--- config.mk ---
export PLATFORM = sky130hd
export DESIGN_NAME = vblank_access_arbiter
export DESIGN_NICKNAME = d
export VERILOG_FILES = /design/src/rtl/vblank_access_arbiter.sv
export SDC_FILE = /design/constraint.sdc
export NUM_CORES = 1
export LEC_CHECK = 0
export ABC_AREA = 1
export CORE_ASPECT_RATIO = 2
export CORE_MARGIN = 2
export CORE_UTILIZATION = 40
export CTS_CLUSTER_DIAMETER = 50
export DETAILED_ROUTE_END_ITERATION = 10
export PLACE_DENSITY = 0.65
export SKIP_LAST_GASP = 1
export SLEW_MARGIN = 15
export SYNTH_ARGS = -nofsm -noshare
export SYNTH_HDL_FRONTEND = slang
export SYNTH_SLANG_ARGS = --single-unit
--- constraint.sdc ---
create_clock -name pclk -period 5.6 [get_ports pclk]
set_clock_uncertainty 0.2 [all_clocks]
set_input_delay 1.12 -clock pclk [delete_from_list [all_inputs] [get_ports pclk]]
set_output_delay 1.12 -clock pclk [all_outputs]
set_load 0.005 [all_outputs]
--- src/rtl/vblank_access_arbiter.sv ---
// ============================================================================
// Module   : vblank_access_arbiter
// Brief    : Grants the board-RAM write port to one requester at a time, only
//            during vertical blanking. Also emits frame_tick and step_tick.
//            Optional macro ARB_FIXED_PRIO_EN selects fixed lowest-index
//            priority instead of round-robin.
// Revision : 1.0 - initial release
// ============================================================================
`default_nettype none

module vblank_access_arbiter #(
    parameter int NREQ            = 3,
    parameter int IDW             = 2,
    parameter int MAX_BURST       = 16,
    parameter int FRAMES_PER_STEP = 8
) (
    input  logic            pclk,
    input  logic            rst_n,
    input  logic            vblnk,
    input  logic [NREQ-1:0] req,
    output logic [NREQ-1:0] gnt,
    output logic [IDW-1:0]  gnt_id,
    output logic            busy,
    output logic            frame_tick,
    output logic            step_tick,
    output logic            overrun,
    input  logic            clr_overrun
);

    localparam logic [7:0] c_burst_last = 8'(MAX_BURST - 1);
    localparam logic [7:0] c_frame_last = 8'(FRAMES_PER_STEP - 1);
    localparam logic [IDW:0] c_nreq     = (IDW+1)'(NREQ);

    typedef enum logic [1:0] {
        S_VIDEO = 2'd0,
        S_ARB   = 2'd1,
        S_GNT   = 2'd2
    } state_t;

    state_t          r_state;
    logic            r_vblnk_q;
    logic [7:0]      r_frame_cnt;
    logic [7:0]      r_burst;
    logic [IDW-1:0]  r_ptr;
    logic [NREQ-1:0] r_gnt;
    logic [IDW-1:0]  r_gnt_id;
    logic            r_busy;
    logic            r_frame_tick;
    logic            r_step_tick;
    logic            r_overrun;

    logic            w_rise;
    logic            w_req_held;
    logic            w_release;
    logic            w_overrun_set;
    logic [NREQ-1:0] w_rot;
    logic [IDW-1:0]  w_win_off;
    logic [IDW:0]    w_win_sum;
    logic [IDW-1:0]  w_win_id;
    logic [IDW:0]    w_ptr_sum;
    logic [IDW-1:0]  w_next_ptr;

    assign w_rise     = vblnk & ~r_vblnk_q;
    // gnt is one-hot, so masking req with it yields req[gnt_id]
    assign w_req_held = |(req & r_gnt);
    assign w_release  = ~w_req_held | (r_burst == c_burst_last) | ~vblnk;
    assign w_overrun_set = (r_state == S_GNT) & ~vblnk & w_req_held;

    // Rotate requests so bit 0 is the requester at ptr; lowest set bit wins.
    assign w_rot = NREQ'({req, req} >> r_ptr);

    always_comb begin
        w_win_off = '0;
        for (int i = NREQ - 1; i >= 0; i--) begin
            if (w_rot[i]) begin
                w_win_off = IDW'(i);
            end
        end
    end

    assign w_win_sum  = {1'b0, r_ptr} + {1'b0, w_win_off};
    assign w_win_id   = (w_win_sum >= c_nreq) ? IDW'(w_win_sum - c_nreq) : IDW'(w_win_sum);
    assign w_ptr_sum  = {1'b0, r_gnt_id} + {{IDW{1'b0}}, 1'b1};
    assign w_next_ptr = (w_ptr_sum >= c_nreq) ? '0 : IDW'(w_ptr_sum);

    always_ff @(posedge pclk or negedge rst_n) begin
        if (!rst_n) begin
            r_vblnk_q    <= 1'b0;
            r_frame_cnt  <= '0;
            r_frame_tick <= 1'b0;
            r_step_tick  <= 1'b0;
        end else begin
            r_vblnk_q    <= vblnk;
            r_frame_tick <= w_rise;
            if (w_rise && (r_frame_cnt == c_frame_last)) begin
                r_step_tick <= 1'b1;
                r_frame_cnt <= '0;
            end else begin
                r_step_tick <= 1'b0;
                if (w_rise) begin
                    r_frame_cnt <= r_frame_cnt + 8'd1;
                end
            end
        end
    end

    always_ff @(posedge pclk or negedge rst_n) begin
        if (!rst_n) begin
            r_state   <= S_VIDEO;
            r_ptr     <= '0;
            r_burst   <= '0;
            r_gnt     <= '0;
            r_gnt_id  <= '0;
            r_busy    <= 1'b0;
            r_overrun <= 1'b0;
        end else begin
            if (w_overrun_set) begin
                r_overrun <= 1'b1;
            end else if (clr_overrun) begin
                r_overrun <= 1'b0;
            end

            case (r_state)
                S_VIDEO: begin
                    r_gnt    <= '0;
                    r_gnt_id <= '0;
                    r_busy   <= 1'b0;
                    if (w_rise) begin
                        r_state <= S_ARB;
                    end
                end
                S_ARB: begin
                    if (!vblnk) begin
                        r_state <= S_VIDEO;
                    end else if (|req) begin
                        r_gnt    <= {{(NREQ-1){1'b0}}, 1'b1} << w_win_id;
                        r_gnt_id <= w_win_id;
                        r_busy   <= 1'b1;
                        r_burst  <= '0;
                        r_state  <= S_GNT;
                    end
                end
                S_GNT: begin
                    if (w_release) begin
                        r_gnt    <= '0;
                        r_gnt_id <= '0;
                        r_busy   <= 1'b0;
`ifdef ARB_FIXED_PRIO_EN
                        r_ptr    <= '0;
`else
                        r_ptr    <= w_next_ptr;
`endif
                        r_state  <= vblnk ? S_ARB : S_VIDEO;
                    end else begin
                        r_burst <= r_burst + 8'd1;
                    end
                end
                default: begin
                    r_gnt    <= '0;
                    r_gnt_id <= '0;
                    r_busy   <= 1'b0;
                    r_state  <= S_VIDEO;
                end
            endcase
        end
    end

    assign gnt        = r_gnt;
    assign gnt_id     = r_gnt_id;
    assign busy       = r_busy;
    assign frame_tick = r_frame_tick;
    assign step_tick  = r_step_tick;
    assign overrun    = r_overrun;

endmodule

`default_nettype wire

Word level (Yosys, flattened, before mapping)
Cells that the tools add are included.

cells by class
  add/sub/neg operators = 5
  multipliers = 0
  divide/modulo/power cells = 0
  magnitude comparators = 2
  equal/unequal tests = 10
  shift operators = 2
  mux-type cells = 32
  bitwise gates (word level) = 9
  reduce and logical (&&, ||, !) cells = 11

operators by type and width
  kind                                                 number
  two-way mux 8 bit                                    5
  two-way mux 2 bit                                    12
  adder 8 x 1 -> 8 bit, second input constant          2
  case mux 8 bit (2 select lines)                      1
  inequality test 2 bit, second input constant         5
  two-way mux 3 bit                                    3
  equality test 8 x 3 -> 1 bit, second input constant  1
  equality test 8 x 4 -> 1 bit, second input constant  1
  two-way mux 1 bit                                    7
  >= comparator 3 x 2 -> 1 bit, second input constant  2
  case mux 2 bit (3 select lines)                      1
  case mux 3 bit (2 select lines)                      1
  AND reduction 3 bit                                  2
  nonzero test 2 bit                                   3
  OR reduction 3 bit                                   2
  right shift 6 x 2 -> 3 bit                           1
  case mux 2 bit (2 select lines)                      1
  AND reduction 4 bit                                  1
  adder 2 x 1 -> 3 bit, second input constant          1
  adder 2 x 2 -> 3 bit                                 1
  AND 1 bit                                            3
  AND 3 bit                                            1
  inequality test 3 bit, second input constant         1
  inverter 1 bit                                       3
  9 further kinds                                      10

storage, ports and cells
  register bits after elaboration = 30
  latch bits = 0
  bits in writable memories = 0
  bits in read-only memories = 0
  output and inout port bits = 9
  word-level logic and storage cells = 82
  memories = 0

Logic depth before layout (Yosys ltp)
  depth in word-level cells = 11
  mapped depth = 18

Least setup slack after synthesis
Ideal clock, no wire load.

  kind = input -> register
  from = input port req[0]
  to = register r_gnt[1] (netlist: gnt[1])
  arrival = 3092 ps
  data required time = 5335 ps
  path slack = 2243 ps
  stages on the path = 15
  path buffers = 0
  cells stage by stage = o21ai_0 > nand2_1 > a22oi_1 > ha_1 > inv_1 > fa_1 > inv_1 > ha_1 > nor2_1 > nand3_1 > nand2_1 > nand2_1 > nor2_1 > nand2_1 > nand2_1

on the way
  cells in the longest elaborated chain, start to end = 11

RTL lines
  item                                                              line  source
  start, declared                                                   20    input logic [NREQ-1:0] req,
  right shift 6 x 2 -> 3 bit                                        70    assign w_rot = NREQ'({req, req} >> r_ptr);
  two-way mux 2 bit (3 in a row)                                    75    if (w_rot[i]) begin
  adder 2 x 2 -> 3 bit                                              81    assign w_win_sum = {1'b0, r_ptr} + {1'b0, w_win_off};
  >= comparator 3 x 2 -> 1 bit or subtractor 2 bit (tied branches)  82    assign w_win_id = (w_win_sum >= c_nreq) ? IDW'(w_win_sum - c_nreq) : IDW'(w_win_sum);
  two-way mux 2 bit                                                 82
  left shift 1 x 2 -> 3 bit                                         136   r_gnt <= {{(NREQ-1){1'b0}}, 1'b1} << w_win_id;
  two-way mux 3 bit                                                 135   end else if (|req) begin
  two-way mux 3 bit                                                 133   if (!vblnk) begin
  case mux 3 bit (2 select lines)                                   123   case (r_state)
  end signal, assigned                                              136
  end, declared                                                     45    logic [NREQ-1:0] r_gnt;

Parallel ways exist; a longest one is shown, timed or not. The select of a mux whose other input is x is not followed.
A chain may end at the register's enable or synchronous reset.

Worst setup path in the final report
  from = input port req[1]
  to = register r_gnt[2] (netlist: gnt[2])

Same word-level chain as after synthesis.

==> impl_metrics.yaml <==
status:
  status: "completed"
worst_setup_path:
  cp_common_cell: "nand2_1"
  arrival_ps: 3840
  critical_path.startpoint: "req[1]"
  cp_slowest_stage_delay_ps: 520
  worstRegToRegCells: 15
  critPathSlowestCell: "fa_1"
  r2r_start: "r_ptr[0]"
  path_cells: "clkdlybuf4s50_1, inv_1, o21ai_0, nand2_1, a22oi_1, ha_1, inv_1, fa_1, inv_1, ha_1, nor2_1, nand2_1, nand2_1, nand2_1, nor3_1, nand2_1, nand2_1"
  startpoint_type: "input port"
  r2r_end: "gnt[2]"
  rrSetupSlack_ps: 2640
  cp.required_ps: 5610
  cp_max_fo: 4
  end_kind: "flip-flop"
  crit_type: "in -> reg"
sta:
  setup_viol: 0
  rsz0062_at_grt: "false"
  hold_viol_final: 0
  worst_pin_slew_ps: 475
  period_share: 0.684
  drv_slew: 0
  max_slew_margin: 0.680
  fin_tns_setup_ps: 0
  fin_crit_ps: 3830
  fmax_mhz: 261
route:
  dr.pass1.iters: 4
  ant_nets: 0
  drc: 0
  wl_mm: 3.24
  routedWlPerCell_um: 11.0
  viasPerCell: 4.78
  vias: 1411
  drt_iter0_markers: 15
layout:
  seq_area_um2: 751
  fillers: 388
  layout.nets: 254
  area_delta_synth_final_pct: 18.3
  multi_input_area_um2: 843
  antenna_cells: 0
  drive_gt1_frac: 0.0864
synthesis:
  synth_ff_type: "dfrtp_1"
  synth-seq-area-share: 0.439
  ys_types: 27
  syn_avg_cell_area_um2: 7.74
  synth_edf_count: 0
  synthArstFlopShare: 1.00
  syn_nets: 233
  ys_seq_elements: 30
  yosys_warnings: 0
  synth_area_mm2: 0.00171
  syn_inst: 221
clock_tree:
  cts_max_path_buffers: 2
  cts_hold_buf: 0
  ctsResizeCount: 0
  cts.clk_slew.worst_paths_ps: 70
  clk_latency_ps: 280
  cts_made_buffers: 5
  cts.sinks: 30
  htree_levels: 2
  cts_setup_buffers: 0
  cts_tree: "built"
  cts_root_buf: "clkbuf_8"
grt:
  grt.total_usage: 0.163
  grt_pass1_wl_mm: 5.98
  grt_max_degree: 31
  grt_pass1_vias: 1469
  antenna_found_initial: 0
  overflow: 0
die:
  start_util: 0.419
  rows: 33
  ios: 16
  fp.coreArea_mm2: 0.00409
  die_h_um: 96.5
  fp.dieW_um: 50.3
  dieArea_mm2: 0.00485
hold_path:
  hold_depth: 2
  hold_path_end: "busy"
  min_from: "busy"
  hold_path_class: "reg -> reg"
power_and_ir_drop:
  irDropWorstVdd_mv: 0.190
  p_leak_uw: 0.00105
  power_uw: 834
  p_per_area_mw_per_mm2: 412
placed_design:
  place_hpwl_mm: 2.43
  gp_congestion: 0.787
  port_buffers: 15
flow_run:
  drv_cap: 0
==> Yosys cell counts (all sizes together) (3+ instances only) <==
cell type  instances  area, µm²
dfrtp             30        751
ha                 4       50.1
o21bai             3       22.5
a21oi              4       20.0
o21ai             12       63.8
xor2               5       43.8
nand2             73        289
inv               27        101
nor2              23        110
nor3               5       25.0
nand3             24        125
==> worst max-delay path by stage <==
stage,endpoint,depth (start not counted),slack [ps]
finish,gnt[2],17,1770
global route,gnt[2],17,1490
CTS,gnt[2],17,1770
detailed placement,gnt[2],17,1510
global placement,gnt[2],17,1560
floorplan,gnt[1],15,2240
==> routing by layer <==
metal | up-vias | global-route usage | part of all wire
li1 | 741 | - | -
met1 | 642 | 0.159 | 0.41
met2 | 19 | 0.303 | 0.54
met3 | 9 | 0.0308 | 0.022
met4 | 0 | 0.106 | 0.028
met5 | - | 0 | 0
==> logic make-up (layout without fill, tap and decap cells) <==
kind of cell,Yosys count,in the layout,share of synthesized area
compound gates,21,21,0.0709
buf+inv,29,51,0.0687
flops,30,30,0.439
fa+ha+maj,5,5,0.0409
xor+xnor,7,7,0.0358
simple gates,129,129,0.345
==> registers in the layout (all words and copies together) (netlist names), 2 cells and up <==
signal       count
r_burst          8
r_frame_cnt      8
gnt              3
gnt_id           2
r_ptr            2
r_state          2
==> power breakdown <==
part	switching, µW	internal [µW]	leakage, µW
logic	196	128	0.000607
clock network	78.4	133	0.0000524
registers	40.9	258	0.000395
==> cell type report <==
| class | count | share of cell area |
|---|---|---|
| Clock buffer | 7 | 0.0377 |
| Clock inverter | 1 | 0.0148 |
| Inverter | 27 | 0.0501 |
| Multi-Input combinational cell | 162 | 0.417 |
| Sequential cell | 30 | 0.371 |
| Tap cell | 52 | 0.0321 |
| Timing Repair Buffer | 16 | 0.0779 |
==> worst max-delay path: cells and delay by family <==
family,cells,cell delay (ps)
buf+inv,4,700
simple gates,8,750
fa+ha+maj,3,880
compound gates,2,400
==> metrics by stage <==
step	cells	instance area (µm²)	hold slack, ps	setup WS, ps	util
after floorplan	221	1710	265	2240	-
after global placement	287	1920	256	1560	0.469
after detailed placement	287	1920	263	1510	0.469
after CTS	295	2020	282	1770	0.495
after global routing	295	2020	341	1490	0.495
final	295	2020	274	1770	0.495
==> layout by cell type (no fill, tap or decap), types with 2 or more instances in the layout <==
cell,instances
nor3b_1,2
nand3_1,23
inv_1,25
nand2_2,3
nor2_2,3
nand2_1,69
inv_2,2
clkdlybuf4s50_1,15
xor2_1,5
a21oi_1,4
xnor2_1,2
o21bai_1,3
dfrtp_1,30
clkbuf_1,2
clkbuf_8,5
nor3_1,5
o21ai_0,11
nor2_1,19
ha_1,4
Power figures use the tool's default switching activity.
